<file path="src/rtl/locate_box_pkg.sv">
// Shared constants for the locate_box slice. Grid/coordinate defaults come from
// define.v; fallbacks keep the slice self-contained when that file is absent.
`ifndef POSITION_WIDTH
`define POSITION_WIDTH 8
`endif
`ifndef CORROSION_DX
`define CORROSION_DX 8
`endif
`ifndef CORROSION_DY
`define CORROSION_DY 6
`endif

package locate_box_pkg;
    localparam int MIN_CELLS_W = 8;
    localparam int CNT_W_DEF   = 16;

    typedef enum logic {
        CELL_BG  = 1'b0,
        CELL_OBJ = 1'b1
    } cell_t;
endpackage

</file>
<file path="src/rtl/locate_grid_cnt.sv">
// Raster cell counter: gx fastest, then gy; frame_end marks the last cell.
module locate_grid_cnt #(
    parameter int P_W = `POSITION_WIDTH,
    parameter int G_W = `CORROSION_DX,
    parameter int G_H = `CORROSION_DY
) (
    input  logic           sys_clk,
    input  logic           sys_rst_n,
    input  logic           valid,
    output logic [P_W-1:0] gx,
    output logic [P_W-1:0] gy,
    output logic           frame_end
);
    logic row_end;
    logic col_end;

    assign row_end   = (gx == P_W'(G_W - 1));
    assign col_end   = (gy == P_W'(G_H - 1));
    assign frame_end = valid && row_end && col_end;

    always_ff @(posedge sys_clk or negedge sys_rst_n) begin
        if (!sys_rst_n) begin
            gx <= '0;
            gy <= '0;
        end else if (valid) begin
            if (row_end) begin
                gx <= '0;
                gy <= col_end ? '0 : gy + 1'b1;
            end else begin
                gx <= gx + 1'b1;
            end
        end
    end
endmodule

</file>
<file path="src/rtl/locate_box.sv">
// Per-frame bounding box and object-cell population of the corrosion grid.
// Optional LOCATE_ISOLATE_FILTER_EN counts only horizontally paired cells.
module locate_box
    import locate_box_pkg::*;
#(
    parameter int P_W = `POSITION_WIDTH,
    parameter int G_W = `CORROSION_DX,
    parameter int G_H = `CORROSION_DY,
    parameter int N_W = CNT_W_DEF
) (
    input  logic                   sys_clk,
    input  logic                   sys_rst_n,
    input  logic                   i_valid,
    input  logic                   i_wb,
    input  logic [MIN_CELLS_W-1:0] i_min_cells,
    output logic                   o_valid,
    output logic                   o_found,
    output logic [P_W-1:0]         o_x1,
    output logic [P_W-1:0]         o_x2,
    output logic [P_W-1:0]         o_y1,
    output logic [P_W-1:0]         o_y2,
    output logic [N_W-1:0]         o_cnt
);
    logic [P_W-1:0] gx, gy, cx;
    logic           frame_end;
    logic           hit;

    logic [P_W-1:0] min_x, max_x, min_y, max_y;
    logic [N_W-1:0] cnt;
    logic [P_W-1:0] nx_min_x, nx_max_x, nx_min_y, nx_max_y;
    logic [N_W-1:0] nx_cnt;
    logic           found;

    locate_grid_cnt #(.P_W(P_W), .G_W(G_W), .G_H(G_H)) u_grid (
        .sys_clk   (sys_clk),
        .sys_rst_n (sys_rst_n),
        .valid     (i_valid),
        .gx        (gx),
        .gy        (gy),
        .frame_end (frame_end)
    );

`ifdef LOCATE_ISOLATE_FILTER_EN
    // prev_wb holds the cell to the left; the gx check masks the row wrap.
    logic prev_wb;
    always_ff @(posedge sys_clk or negedge sys_rst_n) begin
        if (!sys_rst_n)   prev_wb <= 1'b0;
        else if (i_valid) prev_wb <= i_wb;
    end
    assign hit = i_valid && (i_wb == CELL_OBJ) && (gx != '0) && prev_wb;
    assign cx  = gx - 1'b1;
`else
    assign hit = i_valid && (i_wb == CELL_OBJ);
    assign cx  = gx;
`endif

    // Accumulator values including the current cell, so the frame-end cell is counted.
    always_comb begin
        nx_min_x = min_x;
        nx_max_x = max_x;
        nx_min_y = min_y;
        nx_max_y = max_y;
        nx_cnt   = cnt;
        if (hit) begin
            if (cx < min_x) nx_min_x = cx;
            if (gx > max_x) nx_max_x = gx;
            if (gy < min_y) nx_min_y = gy;
            if (gy > max_y) nx_max_y = gy;
            if (cnt != '1)  nx_cnt   = cnt + 1'b1;
        end
    end

    assign found = (nx_cnt >= N_W'(i_min_cells)) && (nx_cnt != '0);

    always_ff @(posedge sys_clk or negedge sys_rst_n) begin
        if (!sys_rst_n) begin
            min_x   <= '1;
            max_x   <= '0;
            min_y   <= '1;
            max_y   <= '0;
            cnt     <= '0;
            o_valid <= 1'b0;
            o_found <= 1'b0;
            o_x1    <= '0;
            o_x2    <= '0;
            o_y1    <= '0;
            o_y2    <= '0;
            o_cnt   <= '0;
        end else begin
            o_valid <= frame_end;
            if (frame_end) begin
                min_x   <= '1;
                max_x   <= '0;
                min_y   <= '1;
                max_y   <= '0;
                cnt     <= '0;
                o_found <= found;
                o_x1    <= found ? nx_min_x : '0;
                o_x2    <= found ? nx_max_x : '0;
                o_y1    <= found ? nx_min_y : '0;
                o_y2    <= found ? nx_max_y : '0;
                o_cnt   <= nx_cnt;
            end else if (i_valid) begin
                min_x <= nx_min_x;
                max_x <= nx_max_x;
                min_y <= nx_min_y;
                max_y <= nx_max_y;
                cnt   <= nx_cnt;
            end
        end
    end
endmodule
</file>
<file path="config.mk">
export PLATFORM = sky130hd
export DESIGN_NAME = locate_box
export DESIGN_NICKNAME = d
export VERILOG_FILES = /design/src/rtl/locate_box_pkg.sv /design/src/rtl/locate_grid_cnt.sv /design/src/rtl/locate_box.sv
export SDC_FILE = /design/constraint.sdc
export NUM_CORES = 1
export LEC_CHECK = 0
export BUFFER_PORTS_ARGS = -buffer_cell sky130_fd_sc_hd__buf_2
export CORE_UTILIZATION = 25
export CTS_BUF_LIST = sky130_fd_sc_hd__clkbuf_4 sky130_fd_sc_hd__clkbuf_8
export DETAILED_ROUTE_END_ITERATION = 8
export HOLD_SLACK_MARGIN = 0.1
export PLACE_DENSITY = 0.4
export SYNTH_ARGS = -nofsm -noshare
export SYNTH_HDL_FRONTEND = slang
export SYNTH_SLANG_ARGS = --single-unit
</file>
<file path="constraint.sdc">
create_clock -name sys_clk -period 5.3 [get_ports sys_clk]
set_clock_uncertainty 0.05 [all_clocks]
set_input_delay 1.06 -clock sys_clk [delete_from_list [all_inputs] [get_ports sys_clk]]
set_output_delay 1.06 -clock sys_clk [all_outputs]
set_load 0.01 [all_outputs]
</file>
# Yosys cells after proc, flatten, opt, wreduce, memory -nomap -nowiden
# Index checks and enable logic that the tools add are counted.
[word_totals]
register_bits = 114
output_inout_bits = 50
elab_cells = 58
[op_classes]
order_cmp = 5
reduce_logical = 7
muxes = 26
n_addsub = 3
eq_ne = 3
[ops]
columns = ["op", "count"]
rows = [
  ["two-way mux 8 bit", 22],
  ["two-way mux 16 bit", 4],
  ["adder 16 x 1 -> 16 bit, second input constant", 1],
  ["adder 8 x 1 -> 8 bit, second input constant", 2],
  ["equality test 8 x 3 -> 1 bit, second input constant", 2],
  ["greater-or-equal comparator 16 x 8 -> 1 bit", 1],
  ["> comparator 8 bit", 2],
  ["< comparator 8 bit", 2],
  ["inequality test 16 bit, second input constant", 1],
  ["nonzero test 16 bit", 1],
  ["logical AND 1 bit", 4],
  ["AND reduction 2 bit", 1],
  ["nonzero test 2 bit", 1],
]

# Depth between registers and ports, before layout
[logic_depth]
ltp_word = 6
depth_mapped = 14

# Hierarchy
# Synthesis repeated with hierarchy kept, for this count alone.
[unflattened]
hier_cells = 581
hier_area_um2 = 6078.3
[by_module_without_submodules]
columns = ["module", "seq_area_each_um2", "cells_per_inst", "n_inst", "area_per_inst_um2"]
rows = [
  ["locate_box", 2472.4, 505, 1, 5265.0],
  ["locate_grid_cnt", 400.4, 76, 1, 813.3],
]

# Worst setup path after synthesis
# Ideal clock, no wire load.
[synth_timing]
kind = "input to register"
start = "input i_valid"
end = "register o_x1[0]"
arrival_ps = 3744
path_buffers = 3
t_required_ps = 5105
path_stages = 14
slack_ps = 1362
path_cell_list = "clkbuf_1 and2_1 o41a_1 clkbuf_1 xnor2_1 ha_1 nand2b_1 a21o_1 a21o_1 a21oi_1 o21ai_0 a311oi_4 buf_6 a211oi_1"
[synth_via]
elab_chain_len = 5
elab_cells_between_ends = 9
classes_between = "order compare (1); mux (3); reduce/logical (5)"
[synth_rtl]
columns = ["element", "line", "source"]
rows = [
  ["start, declared", "locate_box.sv:13", "input logic i_valid,"],
  ["logical AND 1 bit", "locate_box.sv:53", "assign hit = i_valid && (i_wb == CELL_OBJ);"],
  ["two-way mux 16 bit", "locate_box.sv:64", "if (hit) begin"],
  ["greater-or-equal comparator 16 x 8 -> 1 bit / nonzero test 16 bit (equally long branches)", "locate_box.sv:73", "assign found = (nx_cnt >= N_W'(i_min_cells)) && (nx_cnt != '0);"],
  ["logical AND 1 bit", "locate_box.sv:73", ""],
  ["two-way mux 8 bit", "locate_box.sv:98", "o_x1 <= found ? nx_min_x : '0;"],
  ["end signal, assigned", "locate_box.sv:98", ""],
  ["end, declared", "locate_box.sv:18", "output logic [P_W-1:0] o_x1,"],
]
# Parallel ways exist; a longest one is shown, timed or not.
# A chain may end at the register's enable or synchronous reset.

# Worst setup path after layout
[layout_timing]
start = "register cnt[0]"
end = "register o_x1[2]"
[layout_via]
elab_chain_len = 6
elab_cells_between_ends = 8
classes_between = "add/sub (1); order compare (1); eq/ne (1); mux (3); reduce/logical (2)"
[layout_rtl]
columns = ["element", "line", "source"]
rows = [
  ["start, declared", "locate_box.sv:29", "logic [N_W-1:0] cnt;"],
  ["start signal, assigned", "locate_box.sv:108", "cnt <= nx_cnt;"],
  ["adder 16 x 1 -> 16 bit / inequality test 16 bit (equally long branches)", "locate_box.sv:69", "if (cnt != '1) nx_cnt = cnt + 1'b1;"],
  ["two-way mux 16 bit *", "locate_box.sv:69", ""],
  ["two-way mux 16 bit *", "locate_box.sv:64", ""],
  ["named net nx_cnt[1]", "locate_box.sv:31", "logic [N_W-1:0] nx_cnt;"],
  ["greater-or-equal comparator 16 x 8 -> 1 bit / nonzero test 16 bit (equally long branches)", "locate_box.sv:73", ""],
  ["logical AND 1 bit *", "locate_box.sv:73", ""],
  ["two-way mux 8 bit *", "locate_box.sv:98", ""],
]
# The timed path passes the listed nets; every way through them passes the cells marked *.

==> results.yml <==
finish:
  final-seq-area_sq_um: 2870
  fillers: 2518
  syn2layout_area_growth_pct: 17.0
  final-instance-count-excl-fill: 1040
  layout_commonest_cell: "dfrtp_1"
  antenna_cells: 0
  drive_gt1_share_pct: 18.6
  num-nets-final: 762
  multi_input_area_sq_um: 2880
  fin_util_pct: 30.2
  final_cell_mix: "dfrtp_1 (98), nand2_1 (63), buf_2 (60), nor2_1 (57), inv_1 (55)"
sta:
  tightest_slew_ns: 1.07
  max_slew_margin_pct: 28.5
  fmax_ghz: 0.248
  rsz0062_at_grt: "no"
  finalSetupTns_ns: 0
  hold_viol_final: 0
  final.min_clock_period_ns: 4.03
  final.setup.worst_slack_ns: 1.27
  setup_violations: 0
  fin_crit_sh_pct: 76.0
  slew_violations: 0
power_and_ir_drop:
  p_leak_nw: 3.43
  p_per_area_nw_per_um2: 467
  max-vdd-ir-drop_mv: 0.177
  power.total_mw: 3.34
floorplan:
  core-area_sq_um: 23800
  die_h_um: 159
  dieArea_sq_um: 25100
  die_w_um: 159
  num_rows: 56
  io_pins: 62
  start_util_pct: 25.8
synth:
  yosysWarnings: 0
  postSynthCellCount: 654
  synthTopCellsByArea: "dfrtp_1 (40%), ha_1 (8.6%), dfstp_2 (6.9%)"
  synth-edff-count: 0
  syn_nets: 708
  async_flop_share_pct: 100
  syn_area_per_cell_sq_um: 9.36
  ys.flop_type: "dfrtp_1"
  synth-seq-cells: 114
  synth_top_area_share_pct: 40.0
  netlist_area_sq_um: 6120
  synth_top_area_cell: "dfrtp_1"
  synth_seq_area_share_pct: 46.9
  yosysUniqueCellTypes: 53
routing:
  ant_nets: 0
  dr.pass1.iters: 4
  vias_per_cell: 4.64
  drt_iter0_markers: 174
  wl_per_cell_um: 15.5
  dr_total_vias: 4830
  routed_wl_um: 16100
  drc: 0
placement:
  dpl.hpwl_um: 11300
  portBuffers: 61
  finalWeightedCongestion: 0.807
  place_ws_ns: 1.06
  placedCellCount: 1008
clocking:
  ctsResizeCount: 0
  cts_max_path_buffers: 2
  h-tree-depth: 4
  cts_tree: "built"
  root_buffer: "clkbuf_8"
  cts.sinks: 114
  cts_made_buffers: 17
  post_cts_buffers: 0
  clk_pin_slew_ns: 0.08
  hold_buffers: 0
  insertion_delay_ns: 0.44
setup_path:
  cp-start-kind: "flip-flop"
  critical_path_class: "reg2reg"
  cp.arrival_ns: 4.29
  required_ns: 5.57
  slowest_delay_ns: 0.62
  critPathCaptureType: "flip-flop"
  crit_slowest_cell: "o41ai_4"
  path_cells: "ha_1 > nand4_4 > o41ai_4 > mux2i_1 > inv_1 > ha_1 > a21o_1 > a21o_1 > a21oi_1 > o21ai_0 > a311oi_4 > buf_4 > nor3_1"
  critical_path.max_fanout: 33
global_routing:
  grt_overflow: 0
  grtUsageTotal_pct: 14.1
  antenna_found_initial: 0
  grt_max_degree: 47
  grt_pass1_vias: 4955
  grt_first_pass_wirelength_um: 27000
job:
  maxCapViolCount: 0
status:
  status: "complete, no violations"
min_path:
  hold_path_class: "reg2reg"
-- area by class of cell --
cell class	count	area share, %
multi-input cells	450	40.2
clock inverters	9	1.80
repair buffers	70	5.24
inverters	55	2.88
well taps	319	5.57
clock buffers	23	4.16
flip-flops and latches	114	40.1
-- synthesized netlist by cell type, types with 3 or more instances --
| cell type | count |
|---|---|
| inv_1 | 55 |
| a21oi_2 | 3 |
| o21ai_0 | 49 |
| nor4_1 | 5 |
| or3_1 | 15 |
| nor3_1 | 16 |
| dfstp_2 | 16 |
| buf_1 | 3 |
| dfrtp_1 | 98 |
| nand2_1 | 63 |
| or4_1 | 3 |
| and2_1 | 5 |
| clkbuf_1 | 21 |
| a211oi_1 | 10 |
| nand3_1 | 31 |
| a31oi_1 | 4 |
| a21oi_1 | 44 |
| o31ai_1 | 3 |
| a21o_1 | 7 |
| ha_1 | 42 |
| nor2_1 | 58 |
| o211ai_1 | 4 |
| buf_6 | 3 |
| nor2b_1 | 5 |
| buf_2 | 4 |
| mux2i_1 | 12 |
| xnor2_1 | 17 |
| nand4_1 | 11 |
| nand2b_1 | 5 |
| and3_1 | 6 |
| xor2_1 | 7 |
-- final timing paths --
check / start / to / slack, ns / cells past startpoint
min reg2reg: o_cnt[11] / o_cnt[11] / 0.42 / 2
min: o_cnt[11] / o_cnt[11] / 0.42 / 2
max: cnt[0] / o_x1[2] / 1.27 / 13
max in group asynchronous: sys_rst_n / o_y1[1] / 3.78 / 2
min in group asynchronous: sys_rst_n / o_cnt[5] / 0.47 / 1
max reg2reg: cnt[0] / o_x1[2] / 1.27 / 13
-- per-layer routing --
layer | vias up | track usage (%) | routed length (um) | share of wire (%)
li1 | 2368 | - | - | -
met1 | 2336 | 18.8 | 8010 | 50
met2 | 106 | 22.1 | 7270 | 45
met3 | 20 | 3.16 | 556 | 3.4
met4 | 0 | 5.27 | 303 | 1.9
met5 | - | 0 | 0 | 0
-- logic make-up (layout without fill, tap and decap cells) --
group                    after synthesis  after routing  share of synthesized area (%)
AND/OR/NAND/NOR                      231            231                           18.4
AO/OA/AOI/OAI                        140            140                           14.4
flip-flops                           114            114                           46.9
buffers and inverters                 90            157                           6.13
adder cells (fa/ha/maj)               42             42                           8.58
XOR/XNOR                              24             24                           3.43
multiplexers                          13             13                           2.15
-- per-stage QoR --
stage	hold slack, ns	area (sq um)
final	0.423	7160
after global routing	0.457	7160
after CTS	0.433	7160
after detailed placement	0.416	6740
after global placement	0.410	6740
after floorplan	0.439	6120
-- power breakdown --
part	switching [mW]	internal, mW
Combinational	0.614	0.475
Clock	0.372	0.517
Sequential	0.244	1.12
-- state kept, by name, indices dropped and copies added, names as in the netlist, 8 cells and up --
signal	count
o_cnt	16
max_x	8
cnt	16
o_y2	8
min_y	8
min_x	8
o_x1	8
u_grid.gx	8
o_x2	8
u_grid.gy	8
o_y1	8
max_y	8
-- critical path: cells and delay by family (launching register included) --
family	cells	cell delay, ns
buf+inv	2	0.49
fa+ha+maj	2	0.62
mux	1	0.40
simple gates	2	0.33
flops	1	0.49
compound gates	6	1.51
Note: power is estimated with default switching activity, not from simulation.
